--- src/rtl/game_binary_entry_if.sv ---
// Player-side bundle for game_binary_entry: the button and random inputs,
// plus the display and verdict outputs.
interface game_binary_entry_if;
    logic       btn0;
    logic       btn1;
    logic [3:0] rnd;
    logic [3:0] value;
    logic [2:0] entry_bits;
    logic       result_pulse;
    logic       result_ok;

    modport master (
        output btn0, btn1, rnd,
        input  value, entry_bits, result_pulse, result_ok
    );

    modport slave (
        input  btn0, btn1, rnd,
        output value, entry_bits, result_pulse, result_ok
    );
endinterface

--- src/rtl/game_binary_entry.sv ---
// game_binary_entry: shows a random digit 1-7, and the player keys in its
// 3-bit binary form MSB-first with the "0" and "1" buttons.
// Display codes: 0-9 digit, 10 correct, 11 error, 12 blank, 13 '?'.
// Optional feature: define GAME_BINARY_ENTRY_TIMEOUT_EN to abort a round
// when no bit arrives within TIMEOUT_TIME cycles.
module game_binary_entry #(
    parameter int COUNTER_LEN  = 26,
    parameter int DELAY_TIME   = 10_000_000,
    parameter int TIMEOUT_TIME = 50_000_000
) (
    input  logic                 clk,
    input  logic                 reset,
    game_binary_entry_if.slave   bus
);

    typedef enum logic [1:0] {
        ST_WAIT   = 2'd0,
        ST_SHOW   = 2'd1,
        ST_ENTRY  = 2'd2,
        ST_RESULT = 2'd3
    } state_t;

    localparam logic [3:0] CODE_OK    = 4'd10;
    localparam logic [3:0] CODE_ERR   = 4'd11;
    localparam logic [3:0] CODE_BLANK = 4'd12;
    localparam logic [3:0] CODE_ASK   = 4'd13;

    localparam logic [COUNTER_LEN-1:0] DELAY_CNT = COUNTER_LEN'(DELAY_TIME);
`ifdef GAME_BINARY_ENTRY_TIMEOUT_EN
    localparam logic [COUNTER_LEN-1:0] TIMEOUT_CNT = COUNTER_LEN'(TIMEOUT_TIME);
`else
    localparam logic [COUNTER_LEN-1:0] unused_timeout_cnt = COUNTER_LEN'(TIMEOUT_TIME);
`endif

    state_t                 state, state_nx;
    logic [COUNTER_LEN-1:0] counter, counter_nx;
    logic [1:0]             bit_cnt, bit_cnt_nx;
    logic [2:0]             target, target_nx;
    logic [1:0]             btn_prev;
    logic [3:0]             value_q, value_nx;
    logic [2:0]             entry_q, entry_nx;
    logic                   pulse_q, pulse_nx;
    logic                   ok_q, ok_nx;

    logic       press0, press1, single_press, press_bit;
    logic [2:0] rnd_target;
    logic       unused_rnd_msb;

    assign press0         = bus.btn0 & ~btn_prev[0];
    assign press1         = bus.btn1 & ~btn_prev[1];
    assign single_press   = press0 ^ press1;
    assign press_bit      = press1;
    assign rnd_target     = (bus.rnd[2:0] == 3'd0) ? 3'd5 : bus.rnd[2:0];
    assign unused_rnd_msb = bus.rnd[3];

    assign bus.value        = value_q;
    assign bus.entry_bits   = entry_q;
    assign bus.result_pulse = pulse_q;
    assign bus.result_ok    = ok_q;

    // Register bank: state, counters, round data and the button edge history.
    always_ff @(posedge clk) begin
        if (reset) begin
            state    <= ST_WAIT;
            counter  <= '0;
            bit_cnt  <= 2'd0;
            target   <= 3'd1;
            btn_prev <= 2'b11;
            value_q  <= CODE_BLANK;
            entry_q  <= 3'd0;
            pulse_q  <= 1'b0;
            ok_q     <= 1'b0;
        end else begin
            state    <= state_nx;
            counter  <= counter_nx;
            bit_cnt  <= bit_cnt_nx;
            target   <= target_nx;
            btn_prev <= {bus.btn1, bus.btn0};
            value_q  <= value_nx;
            entry_q  <= entry_nx;
            pulse_q  <= pulse_nx;
            ok_q     <= ok_nx;
        end
    end

    // Round sequencing: next state plus the next display/verdict values.
    always_comb begin
        state_nx   = state;
        counter_nx = counter;
        bit_cnt_nx = bit_cnt;
        target_nx  = target;
        value_nx   = value_q;
        entry_nx   = entry_q;
        pulse_nx   = 1'b0;
        ok_nx      = ok_q;

        case (state)
            ST_WAIT: begin
                value_nx   = CODE_BLANK;
                counter_nx = '0;
                if (single_press) begin
                    state_nx   = ST_SHOW;
                    target_nx  = rnd_target;
                    entry_nx   = 3'd0;
                    bit_cnt_nx = 2'd0;
                    ok_nx      = 1'b0;
                    value_nx   = {1'b0, rnd_target};
                end
            end

            ST_SHOW: begin
                value_nx = {1'b0, target};
                if (counter >= DELAY_CNT) begin
                    counter_nx = '0;
                    state_nx   = ST_ENTRY;
                    value_nx   = CODE_ASK;
                end else begin
                    counter_nx = counter + 1'b1;
                end
            end

            ST_ENTRY: begin
                if (single_press) begin
                    entry_nx[2'd2 - bit_cnt] = press_bit;
                    bit_cnt_nx = bit_cnt + 1'b1;
                    value_nx   = {3'b000, press_bit};
                    counter_nx = '0;
                    if (bit_cnt == 2'd2) begin
                        ok_nx      = ({entry_q[2:1], press_bit} == target);
                        value_nx   = ({entry_q[2:1], press_bit} == target) ? CODE_OK : CODE_ERR;
                        pulse_nx   = 1'b1;
                        state_nx   = ST_RESULT;
                    end
                end
`ifdef GAME_BINARY_ENTRY_TIMEOUT_EN
                else if (counter >= TIMEOUT_CNT) begin
                    value_nx   = CODE_ERR;
                    ok_nx      = 1'b0;
                    pulse_nx   = 1'b1;
                    counter_nx = '0;
                    state_nx   = ST_RESULT;
                end else begin
                    counter_nx = counter + 1'b1;
                end
`else
                else begin
                    counter_nx = '0;
                end
`endif
            end

            ST_RESULT: begin
                if (counter >= DELAY_CNT) begin
                    counter_nx = '0;
                    state_nx   = ST_WAIT;
                    value_nx   = CODE_BLANK;
                end else begin
                    counter_nx = counter + 1'b1;
                end
            end

            default: begin
                state_nx   = ST_WAIT;
                counter_nx = '0;
                value_nx   = CODE_BLANK;
            end
        endcase
    end

endmodule

--- src/flat_wrapper.sv ---
// flat-port wrapper written by rule: the top's interface ports become plain ports
module game_binary_entry_flat 
#(
    parameter int COUNTER_LEN  = 26,
    parameter int DELAY_TIME   = 10_000_000,
    parameter int TIMEOUT_TIME = 50_000_000
)
  (clk, reset, bus_btn0, bus_btn1, bus_rnd, bus_value, bus_entry_bits, bus_result_pulse, bus_result_ok);
  game_binary_entry_if bus_i ();
  input  logic clk;
  input  logic reset;
  input wire logic [$bits(bus_i.btn0)-1:0] bus_btn0;
  input wire logic [$bits(bus_i.btn1)-1:0] bus_btn1;
  input wire logic [$bits(bus_i.rnd)-1:0] bus_rnd;
  output wire logic [$bits(bus_i.value)-1:0] bus_value;
  output wire logic [$bits(bus_i.entry_bits)-1:0] bus_entry_bits;
  output wire logic [$bits(bus_i.result_pulse)-1:0] bus_result_pulse;
  output wire logic [$bits(bus_i.result_ok)-1:0] bus_result_ok;
  assign bus_i.btn0 = bus_btn0;
  assign bus_i.btn1 = bus_btn1;
  assign bus_i.rnd = bus_rnd;
  assign bus_value = bus_i.value;
  assign bus_entry_bits = bus_i.entry_bits;
  assign bus_result_pulse = bus_i.result_pulse;
  assign bus_result_ok = bus_i.result_ok;
  game_binary_entry #(.COUNTER_LEN(COUNTER_LEN), .DELAY_TIME(DELAY_TIME), .TIMEOUT_TIME(TIMEOUT_TIME)) u_core (.clk(clk), .reset(reset), .bus(bus_i));
endmodule
--- config.mk ---
export PLATFORM = sky130hd
export DESIGN_NAME = game_binary_entry_flat
export DESIGN_NICKNAME = d
export VERILOG_FILES = /design/src/rtl/game_binary_entry_if.sv /design/src/rtl/game_binary_entry.sv /design/src/flat_wrapper.sv
export SDC_FILE = /design/constraint.sdc
export NUM_CORES = 1
export LEC_CHECK = 0
export ABC_AREA = 1
export BUFFER_PORTS_ARGS = -buffer_cell sky130_fd_sc_hd__buf_2
export CAP_MARGIN = 10
export CORE_MARGIN = 2
export CORE_UTILIZATION = 35
export DETAILED_ROUTE_END_ITERATION = 16
export PLACE_DENSITY = 0.49
export SYNTH_ARGS = -nofsm -noshare
export SYNTH_HDL_FRONTEND = slang
export SYNTH_SLANG_ARGS = --single-unit
--- constraint.sdc ---
create_clock -name clk -period 1.4 [get_ports clk]
set_input_delay 0.28 -clock clk [delete_from_list [all_inputs] [get_ports clk]]
set_output_delay 0.28 -clock clk [all_outputs]
set_load 0.02 [all_outputs]
### Yosys cells after proc, flatten, opt, wreduce, memory -nomap -nowiden

Index checks and enable logic that the tools add are counted.

* register bits after elaboration: 44
* output and inout port bits: 9

* bitwise operators: 7
* $add $sub $neg: 3
* $lt $le $gt $ge: 3
* reduce and logical (&&, ||, !) cells: 12
* equality and inequality tests: 10
* mux-type cells: 30

Operator list (number)
* $pmux W26 S2: 1
* $add A26 B1 Y26 const B: 1
* $ge A26 B24 Y1 const B: 1
* $mux W26: 1
* $mux W4: 5
* $pmux W4 S4: 1
* $mux W2: 7
* $ne A2 B1 Y1 const B: 5
* $mux W3: 3
* $pmux W2 S4: 1
* $eq A2 B2 Y1 const B: 3
* $mux W1: 6
* $pmux W3 S2: 1
* $reduce_and A5 Y1: 1
* $not A1 Y1: 4
* $pmux W2 S2: 1
* $reduce_and A2 Y1: 2
* $reduce_and A4 Y1: 1
* $reduce_or A2 Y1: 2
* $bwmux W3: 1
* $eq A3 B3 Y1: 1
* $logic_not A3 Y1: 1
* $lt A2 B3 Y1 const B: 1
* $reduce_and A3 Y1: 1
* 12 further kinds: 13

### Depth between registers and ports, before layout

Gate-level depths: netlist (run 1).

* depth after elaboration: 8
* depth in mapped cells: 11

### Worst setup path after synthesis (run 1)

No wires, ideal clock.

* path kind: register to register
* start point: reg u_core.counter[0]
* end point: reg u_core.counter[14]
* required time: 1.286 ns
* stages on the path, launching flop included: 10
* arrival time: 1.399 ns
* library setup time: 0.114 ns
* path slack: -0.113 ns
* path through: dfxtp_1 ha_1 nand3_1 nor2_2 nand2_2 nor2_4 nand2_1 nor3_2 xor2_1 nor2_1

* longest elaborated chain between the ends: 3
* elaborated cells on any way between the ends: 4
* those cells by class: 1 x add/sub; 1 x order compare; 2 x mux

Ends and longest elaborated chain
* from (decl): line game_binary_entry.sv:36 `logic [COUNTER_LEN-1:0] counter, counter_nx;`
* from (signal assigned): line game_binary_entry.sv:75 `counter <= counter_nx;`
* $add A26 B1 Y26 / $ge A26 B24 Y1 (equally long branches)
* $mux W26 *: line game_binary_entry.sv:113, game_binary_entry.sv:153
* $pmux W26 S2 *: line game_binary_entry.sv:97 `case (state)`

Mark *: on every way between the ends. The rest lies on a longest branch, timed or not.
A chain may end at the register's enable or synchronous reset.

### Worst setup path after layout (run 1)

* start point: reg u_core.counter[0]
* end point: reg u_core.counter[6]

The elaborated chain is that of the path after synthesis.

==> run_results.csv, run 1 <==
group,metric,value,unit
status,status,"complete, but fails checks",
status,violations,"negative setup slack",
worst_setup_path,critPathCaptureType,"flip-flop",
place,place.gp.congestion,0.7985,
layout,layout_common_cells,"buf_4 (89), nand2_1 (62), nor2_1 (30)",
layout,finalNetCount,472,
die,fp.coreArea,6719,um2
pwr,p_seq_share,37.8,%
logic_synthesis,synth-seq-cells,44,
sta,setup_ws,-114.5,ps
route,wire_per_inst,11.78,um
place,dp.final_hpwl,4563,um
sta,clock_skew,13.58,ps
sta,final-hold-violation-count,0,
global_route,grt_use_total,16.83,%
place,place_area,3246,um2
pwr,leakage,1.659,nW
worst_setup_path,startpoint_type,"flip-flop",
sta,final.min_clock_period,1514,ps
pwr,p_per_area,986.4,nW/um2
worst_setup_path,reg2reg_slack,-110,ps
layout,drive_gt1_share,53.95,%
layout,utilization,57.37,%
die,io_pins,17,
logic_synthesis,syn_area_per_cell,7.131,um2
route,final_antenna_net_count,0,
clock_tree,cts_buffers,5,
global_route,grt_max_degree,14,
logic_synthesis,syn_inst,336,
worst_setup_path,r2r-start,"u_core.counter[0]",
die,die_w,86.74,um
route,num_vias,2478,
global_route,grt_overflow,0,
logic_synthesis,synth-edff-count,0,
flow_run,drv_cap,0,
layout,area_delta_synth_final,60.89,%
clock_tree,cts_buffer_depth,2,
sta,setup_viol,27,
clock_tree,insertion_delay,300,ps
worst_setup_path,path_delay_family,"simple AND/OR/NAND/NOR gates",
route,first_iter_violations,85,
global_route,grt_pass1_wl,10150,um
sta,rsz0062_at_grt,"true",
logic_synthesis,yosysWarnings,0,
pwr,p_comb_share,36.9,%
layout,antenna_cells,0,
global_route,grt_pass1_vias,2336,
sta,hold_slack,220.6,ps
worst_setup_path,crit_path_max_incr_delay,360,ps
pwr,net-switching-power,0.001211,W
worst_setup_path,crit_fanout,3,
pwr,clkPwrFrac,25.3,%
worst_setup_path,critPathSlowestCell,"dfxtp_2",
pwr,p_int,0.002592,W
route,viasPerCell,4.623,
worst_setup_path,cp_num_buf_inv,2,
pwr,power.total,0.003803,W
worst_setup_path,cp_common_cell,"buf_4",
logic_synthesis,ys_async_sr_fraction,0,%
logic_synthesis,synth_seq_area_share,36.76,%
sta,finalMaxSlewViolations,0,
sta,max_freq,660.3,MHz
worst_setup_path,path_cells,"ha_4 > nand3_2 > nor2_4 > nand2_4 > buf_4 > buf_4 > or2_2 > a21oi_2",
logic_synthesis,synth_cell_types,32,
logic_synthesis,syn_area,2396,um2
worst_setup_path,arrival,1750,ps
die,dieArea,7524,um2
route,firstDrtPassIters,4,
die,die_height,86.74,um
place,io_buffers,15,
clock_tree,htreeDepth,2,
layout,final_common_cell,"buf_4",
clock_tree,cts_tree,"done",
clock_tree,clock_sinks,44,
layout,fin_area,3855,um2
worst_setup_path,crit_start,"u_core.counter[0]",
pwr,p_sw_share,31.84,%
clock_tree,clk_pin_slew_worst_paths,80,ps
die,initial_core_util,35.66,%
global_route,antenna_found_initial,0,
route,drt-total-wl,6312,um
logic_synthesis,ys.flop_type,"dfxtp_1",
worst_setup_path,critPathKind,"flip-flop to flip-flop",
min_path,hold_path_class,"input port to flip-flop",
pwr,vdd_ir_drop_max,509.1,uV
sta,period_share,108.2,%
route,drc,0,
die,rows,30,
worst_setup_path,cp.required,1630,ps
min_path,hp-start,"bus_btn1",
clock_tree,cts-root-buf,"clkbuf_8",
through the flow:
step	setup TNS, ps	setup slack, ps	cells
2_1_floorplan	-250.4	-95.49	337
3_3_place_gp	-2453	-163.1	510
3_5_place_dp	-2876	-216.7	510
4_1_cts	-1044	-98.49	533
5_1_grt	-4795	-216.8	536
6_report	-1871	-114.5	536
path summary, 6_finish.rpt:
path,cells after the start,end
max,8,u_core.counter[6]
min,2,u_core.btn_prev[1]
max reg2reg,8,u_core.counter[6]
min reg2reg,2,u_core.bus.result_ok
cell families after synthesis:
logic type	after synthesis	synth area share, %
flops	44	36.76
buf+inv	45	7.676
other cells	1	0.1565
simple gates	189	36.14
fa+ha+maj	9	4.700
compound gates	39	11.28
xor+xnor	9	3.290
flip-flops by register name, indices dropped and copies added (netlist names):
name / flops
u_core.target: 3
u_core.bus.value: 4
u_core.counter: 26
u_core.btn_prev: 2
u_core.bus.result_pulse: 1
u_core.bus.result_ok: 1
u_core.bit_cnt: 2
u_core.bus.entry_bits: 3
u_core.state: 2
synthesized netlist by cell type, types with 4 or more instances:
library cell,n,share of area (%)
nor2_2,4,1.0
nand3_1,16,3.3
a21oi_2,11,4.0
xnor2_1,4,1.5
nor2_1,45,7.0
xor2_1,5,1.8
dfxtp_1,44,37
inv_1,38,6.0
ha_1,9,4.7
a21oi_1,15,3.1
nand4_1,9,2.3
or2_2,8,2.1
nor3_1,11,2.3
o21ai_0,9,1.9
nand2_1,81,13
routing by layer:
metal | global-route usage (%) | up-vias | share of wire, %
met4 | 3.835 | 0 | 0.49
met5 | 0 | - | 0
met1 | 22.30 | 1139 | 48
met3 | 3.429 | 2 | 2.3
li1 | - | 1302 | -
met2 | 28.18 | 35 | 49
power groups by stage:
| stage | Clock, W | Combinational, W | Sequential [W] |
|---|---|---|---|
| 6_report | 0.000961 | 0.00140 | 0.00144 |
| 5_1_grt | 0.00106 | 0.00157 | 0.00145 |
| 4_1_cts | 0.00101 | 0.00127 | 0.00144 |
| 3_5_place_dp | 0 | 0.00117 | 0.00145 |
| 3_3_place_gp | 0 | 0.00116 | 0.00144 |
| 2_1_floorplan | 0 | 0.000629 | 0.00150 |
worst reg2reg max path: cells and delay by family, from the launching register on:
kind | cells | cell delay (ps)
AO/OA/AOI/OAI | 1 | 110
buffers and inverters | 2 | 260
AND/OR/NAND/NOR | 4 | 580
flip-flops | 1 | 360
adder cells (fa/ha/maj) | 1 | 140
cell type report:
cell class,count,area [um2]
fill,636,2864
multi-input combinational,248,1673
sequential,44,917.1
timing repair buffer,115,898.4
inverter,41,158.9
tap,80,100.1
clock buffer,6,72.57
clock inverter,2,35.03
timing repair:
item	CTS	global route
pin swaps	20	18
cloned	0	1
hold buffers	0	0
setup buffers	15	2
endpoints found under the setup margin	35	36
gates resized for setup	63	55
(Power assumes the default switching activity.)
==> run 2, diff against run 1 <==
--- a/config.mk
+++ b/config.mk
@@ -10,7 +10,7 @@
 export CAP_MARGIN = 10
 export CORE_MARGIN = 2
-export CORE_UTILIZATION = 35
+export CORE_UTILIZATION = 54
 export DETAILED_ROUTE_END_ITERATION = 16
-export PLACE_DENSITY = 0.49
+export PLACE_DENSITY = 0.71
 export SYNTH_ARGS = -nofsm -noshare
 export SYNTH_HDL_FRONTEND = slang
==> constraint.sdc (replaced) <==
create_clock -name clk -period 1.4 [get_ports clk]
set_input_delay 0.21 -clock clk [delete_from_list [all_inputs] [get_ports clk]]
set_output_delay 0.21 -clock clk [all_outputs]
set_load 0.02 [all_outputs]
==> run 2 against run 1 <==
The run still ends with negative setup slack left. Combinational power is essentially flat. Routed wire length grew 23%. Count of clock-buffer cells in the layout decreased by 1. Worst hold slack worse by 75 ps. Register-to-register slack got worse by 130 ps. Critical endpoint is now u_core.counter[18].
==> run_results.csv, run 2 (synthesis gave the netlist of run 1 again) <==
group,metric,value,unit
sta,period_share,117.6,%
route,firstDrtPassIters,4,
place,dp.final_hpwl,4342,um
pwr,p_sw_share,32.33,%
global_route,antenna_found_initial,0,
layout,finalNetCount,468,
worst_setup_path,startpoint_type,"flip-flop",
flow_run,drv_cap,0,
sta,final-hold-violation-count,0,
route,final_antenna_net_count,0,
global_route,grt_pass1_vias,2543,
clock_tree,holdBufCountCts,0,
place,io_buffers,15,
sta,setup_ws,-246.1,ps
sta,clock_skew,10.99,ps
layout,final_common_cell,"buf_4",
layout,antenna_cells,0,
global_route,grt_overflow,0,
worst_setup_path,path_delay_family,"simple AND/OR/NAND/NOR gates",
worst_setup_path,critPathSlowestCell,"dfxtp_2",
clock_tree,clk_pin_slew_worst_paths,90,ps
worst_setup_path,critPathCaptureType,"flip-flop",
route,viasPerCell,5.370,
pwr,p_per_area,1070,nW/um2
die,rows,24,
clock_tree,cts-root-buf,"clkbuf_8",
route,wire_per_inst,15.41,um
die,die_height,70.61,um
pwr,clkPwrFrac,28.9,%
clock_tree,htreeDepth,2,
pwr,vdd_ir_drop_max,557.6,uV
place,place_area,3128,um2
pwr,p_comb_share,35.4,%
clock_tree,insertion_delay,300,ps
die,fp.coreArea,4324,um2
route,drc,0,
pwr,leakage,1.657,nW
sta,rsz0062_at_grt,"true",
worst_setup_path,cp.required,1600,ps
layout,largest_register_ffs,26,
global_route,grt_pass1_wl,11100,um
die,io_pins,17,
clock_tree,cts_tree,"done",
worst_setup_path,crit_path_max_incr_delay,360,ps
sta,setup_viol,30,
route,drt-total-wl,7750,um
layout,final_cells,503,
clock_tree,cts_buffer_depth,2,
die,initial_core_util,55.41,%
layout,layout_common_cells,"buf_4 (86), nand2_1 (67), nor2_1 (34)",
place,place.gp.congestion,0.9193,
status,status,"complete, but fails checks",
die,dieArea,4986,um2
sta,final.min_clock_period,1646,ps
worst_setup_path,arrival,1850,ps
min_path,hold_path_class,"input port to flip-flop",
pwr,p_seq_share,35.7,%
layout,fin_area,3779,um2
route,num_vias,2701,
worst_setup_path,critPathKind,"flip-flop to flip-flop",
layout,drive_gt1_share,51.66,%
clock_tree,cts_buffers,5,
place,post-place-cells,471,
worst_setup_path,cp_num_buf_inv,0,
die,die_w,70.61,um
worst_setup_path,crit_fanout,4,
pwr,net-switching-power,0.001307,W
global_route,grt_use_total,28.33,%
clock_tree,clock_sinks,44,
worst_setup_path,path_cells,"ha_4 > nand3_4 > nor2_4 > nand2_4 > nor2_4 > nand2_4 > nor3_4 > nand2_1 > nand2_2 > a21oi_2",
route,first_iter_violations,200,
layout,largest-register,"u_core.counter",
status,violations,"negative setup slack",
sta,finalMaxSlewViolations,0,
pwr,p_int,0.002737,W
global_route,grt_max_degree,14,
sta,max_freq,607.5,MHz
layout,area_delta_synth_final,57.70,%
## run 2: cell type report
class	instances	area (um2)
fillers	216	545.5
repair buffers	111	875.8
clock inverters	2	60.06
inverters	41	153.9
flip-flops and latches	44	907.1
multi-input cells	248	1648
well taps	52	65.06
clock buffers	5	68.82
## run 2: power by group through the flow
stage	sequential, W	combinational (W)	clock (W)
2_1_floorplan	0.00150	0.000629	0
3_3_place_gp	0.00144	0.00107	0
4_1_cts	0.00143	0.00117	0.00117
5_1_grt	0.00146	0.00153	0.00122
3_5_place_dp	0.00145	0.00111	0
6_report	0.00145	0.00143	0.00117
## run 2: what timing repair did
item / CTS / global route
cloned: 1 / 0
pin swaps: 20 / 26
buffers inserted: 10 / 15
endpoints found under the setup margin: 34 / 37
resized for setup: 46 / 54
## run 2: final timing paths
path,startpoint,slack [ps],cells past startpoint,to
setup reg to reg,u_core.counter[0],-250,10,u_core.counter[18]
setup / recovery,u_core.counter[0],-250,10,u_core.counter[18]
hold / removal,bus_rnd[2],150,3,u_core.target[2]
hold reg to reg,u_core.bus.value[2],470,2,u_core.bus.value[2]
## run 2: tightest hold or removal path: stages
cell    delay [ps]
buf_2           90
nor2_1          50
nor2_1          70
## run 2: metrics by stage
| step | utilization (%) | TNS (ps) | hold WS, ps | power, W | worst slack (ps) |
|---|---|---|---|---|---|
| after global routing | 87.38 | -6621 | 151.3 | 0.004207 | -330.2 |
| after detailed placement | 72.34 | -2254 | 414.9 | 0.002555 | -149.0 |
| final | 87.38 | -3883 | 145.2 | 0.004044 | -246.1 |
| after CTS | 80.35 | -1577 | 95.01 | 0.003766 | -122.6 |
| after global placement | 72.34 | -1369 | 410.4 | 0.002508 | -129.7 |
| after floorplan | - | -250.4 | 315.0 | 0.002134 | -95.49 |
## run 2: metal layers
metal | track usage (%) | wire length [um] | vias to the layer above
li1 | - | - | 1303
met5 | 0 | 0 | -
met3 | 5.413 | 358 | 27
met2 | 53.88 | 4236 | 90
met4 | 13.21 | 250 | 0
met1 | 29.88 | 2905 | 1281
==> run 3, diff against run 2 <==
- ABC_AREA: 1 -> unset
==> run 3 against run 2 <==
The flow still finishes with violations (negative setup slack). Count of clock-buffer cells in the layout up 3. Sequential power down 3%. Synthesized cell count down 21%. Fmax down 16%. Utilization down 7.7 points. Cell area down 8.8%. Clock power down 29%. Register-to-register slack worse by 320 ps. Global-route usage down 2.8 points. Critical path depth down 4. Highest routed layer unchanged.
==> run_results.csv, run 3 <==
group,metric,value,unit
route,wire_per_inst,15.74,um
layout,finalNetCount,372,
logic_synthesis,syn_inst,265,
flow_run,drv_cap,0,
logic_synthesis,synth-seq-cells,44,
status,status,"complete, but fails checks",
place,pre_cts_ws,-486.0,ps
worst_setup_path,reg2reg_slack,-570,ps
worst_setup_path,critPathKind,"flip-flop to flip-flop",
clock_tree,cts_buffer_depth,2,
logic_synthesis,syn_area,2419,um2
logic_synthesis,ys_async_sr_fraction,0,%
layout,layout_common_cells,"buf_4 (64), dfxtp_1 (38), nor2_4 (23)",
logic_synthesis,synth_top_area_cell,"dfxtp_1",
clock_tree,cts_buffers,5,
pwr,power.total,0.003470,W
logic_synthesis,synth-edff-count,0,
min_path,hold_path_class,"input port to flip-flop",
layout,antenna_cells,0,
logic_synthesis,synth_common_cells,"dfxtp_1 (44), nor2_1 (21), nand2_1 (20), xnor2_1 (19), nor2_4 (18)",
place,io_buffers,15,
clock_tree,clock_sinks,44,
die,fp.coreArea,4324,um2
global_route,antenna_found_initial,0,
route,firstDrtPassIters,4,
place,place.gp.congestion,0.9308,
pwr,vdd_ir_drop_max,704.5,uV
sta,setup_ws,-565.5,ps
worst_setup_path,critPathCaptureType,"flip-flop",
worst_setup_path,arrival,2180,ps
sta,final-hold-violation-count,0,
global_route,grt_pass1_wl,10120,um
worst_setup_path,cp-endpoint,"u_core.bus.value[1]",
worst_setup_path,cp.required,1610,ps
sta,period_share,140.4,%
sta,finalMaxSlewViolations,0,
pwr,p_per_area,1007,nW/um2
min_path,min_path_cells,2,
worst_setup_path,crit_start,"u_core.counter[12]",
clock_tree,htreeDepth,2,
die,die_height,70.93,um
logic_synthesis,synth_most_common_cell,"dfxtp_1",
route,first_iter_violations,177,
status,violations,"negative setup slack",
logic_synthesis,ys.flop_type,"dfxtp_1",
layout,largest_register_ffs,26,
layout,n_fill_cell,270,
die,io_pins,17,
sta,hold_slack,118.5,ps
route,final_antenna_net_count,0,
route,num_vias,2277,
sta,max_freq,508.8,MHz
logic_synthesis,synth_cell_types,54,
layout,drive_gt1_share,45.79,%
clock_tree,cts-root-buf,"clkbuf_8",
sta,slew_headroom,58.82,%
layout,largest-register,"u_core.counter",
clock_tree,insertion_delay,300,ps
sta,setup_viol,32,
worst_setup_path,reg2regPathDepth,6,
die,initial_core_util,55.93,%
clock_tree,holdBufCountCts,0,
worst_setup_path,crit_fanout,2,
die,rows,24,
route,drc,0,
global_route,grt_pass1_vias,2157,
die,die_w,70.93,um
layout,area_delta_synth_final,42.47,%
worst_setup_path,r2r-start,"u_core.counter[12]",
sta,final.min_clock_period,1966,ps
sta,clock_skew,5.551,ps
clock_tree,clk_pin_slew_worst_paths,80,ps
logic_synthesis,yosysWarnings,0,
layout,fin_area,3446,um2
sta,finalSetupTns,-14540,ps
sta,worstMarginPinSlew,611.3,ps
global_route,grt_max_degree,15,
route,drt-total-wl,6420,um
place,place_area,3054,um2
worst_setup_path,rr_endpoint,"u_core.bus.value[1]",
layout,final_common_cell,"buf_4",
pwr,leakage,1.304,nW
logic_synthesis,syn_area_per_cell,9.127,um2
route,viasPerCell,5.581,
worst_setup_path,startpoint_type,"flip-flop",
global_route,grt_use_total,25.51,%
global_route,grt_overflow,0,
clock_tree,cts_tree,"done",
place,dp.final_hpwl,3986,um
logic_synthesis,synth_top_area_share,36.42,%
die,dieArea,5030,um2
sta,rsz0062_at_grt,"true",
logic_synthesis,synth_area_leaders,"dfxtp_1 (36%), nor2_4 (8.4%), xnor2_1 (6.9%), ha_1 (4.7%), nor2_1 (3.3%)",
logic_synthesis,synth_seq_area_share,36.42,%
==> run 3: changes by cell type after synthesis, sizes merged, moves of 4 or more <==
cell	delta
nor3	-5
or2	-4
nor2	-10
and3	+4
a31oi	+4
nand2	-65
and4	+4
xnor2	+16
inv	-28
a21oi	-16
==> run 3: kinds of logic after synthesis <==
group	count (synthesis)	share of synthesized area [%]
xor gates and xnor gates	25	9.364
DFF	44	36.42
AOI/OAI and AO/OA	44	12.73
muxes	3	1.242
adders and majority gates	9	4.656
buffers and inverters	21	5.121
other	1	0.1551
and+or+nand+nor	118	30.32
==> run 3: worst max-delay path, cell delays in order (launching register included) <==
cell and delay [ps]:
dfxtp_2 330, a211o_1 350, a211oi_4 330, a21oi_2 100, buf_4 150, or4_4 410, a311oi_2 210
==> run 3: per-layer routing <==
metal / wire [um] / global-route usage (%) / part of all wire [%]
met1: 2721 / 32.44 / 42
met2: 3304 / 44.76 / 51
met3: 304 / 4.701 / 4.7
met5: 0 / 0 / 0
met4: 89 / 6.289 / 1.4
==> run 3: stage by stage <==
stage,utilization [%],std cells
final,79.69,408
after global routing,79.69,408
after CTS,76.48,407
after detailed placement,70.63,393
after global placement,70.63,393
after floorplan,-,266
==> run 3: how the worst min path moves through the flow <==
stage,from,to
floorplan,reset,u_core.state[0]
global placement,bus_btn0,u_core.btn_prev[0]
detailed placement,bus_btn0,u_core.btn_prev[0]
CTS,bus_btn0,u_core.btn_prev[0]
global route,bus_btn0,u_core.btn_prev[0]
finish,bus_btn0,u_core.btn_prev[0]
==> run 3: repair_timing <==
| item | CTS | global route |
|---|---|---|
| resized for setup | 28 | 26 |
| gates cloned | 1 | 1 |
| endpoints found under the hold margin | 0 | 0 |
| pin swaps | 10 | 9 |
| buffers inserted | 6 | 1 |
| setup endpoints to repair | 37 | 37 |
==> run 3: cell type report <==
type                            instances  area, um2  area share [%]
Tap cell                               52      65.06           1.888
Clock buffer                            8      90.09           2.614
Inverter                               12      47.55           1.380
Multi-Input combinational cell        201       1614           46.84
Timing Repair Buffer                   91      738.2           21.42
Sequential cell                        44      890.9           25.85
==> run 3: report_power, final <==
part	total, W	switching (W)	internal, W
registers	0.00141	0.0000701	0.00134
logic	0.00123	0.000643	0.000584
clock network	0.000829	0.000426	0.000403
total	0.00347	0.00114	0.00233
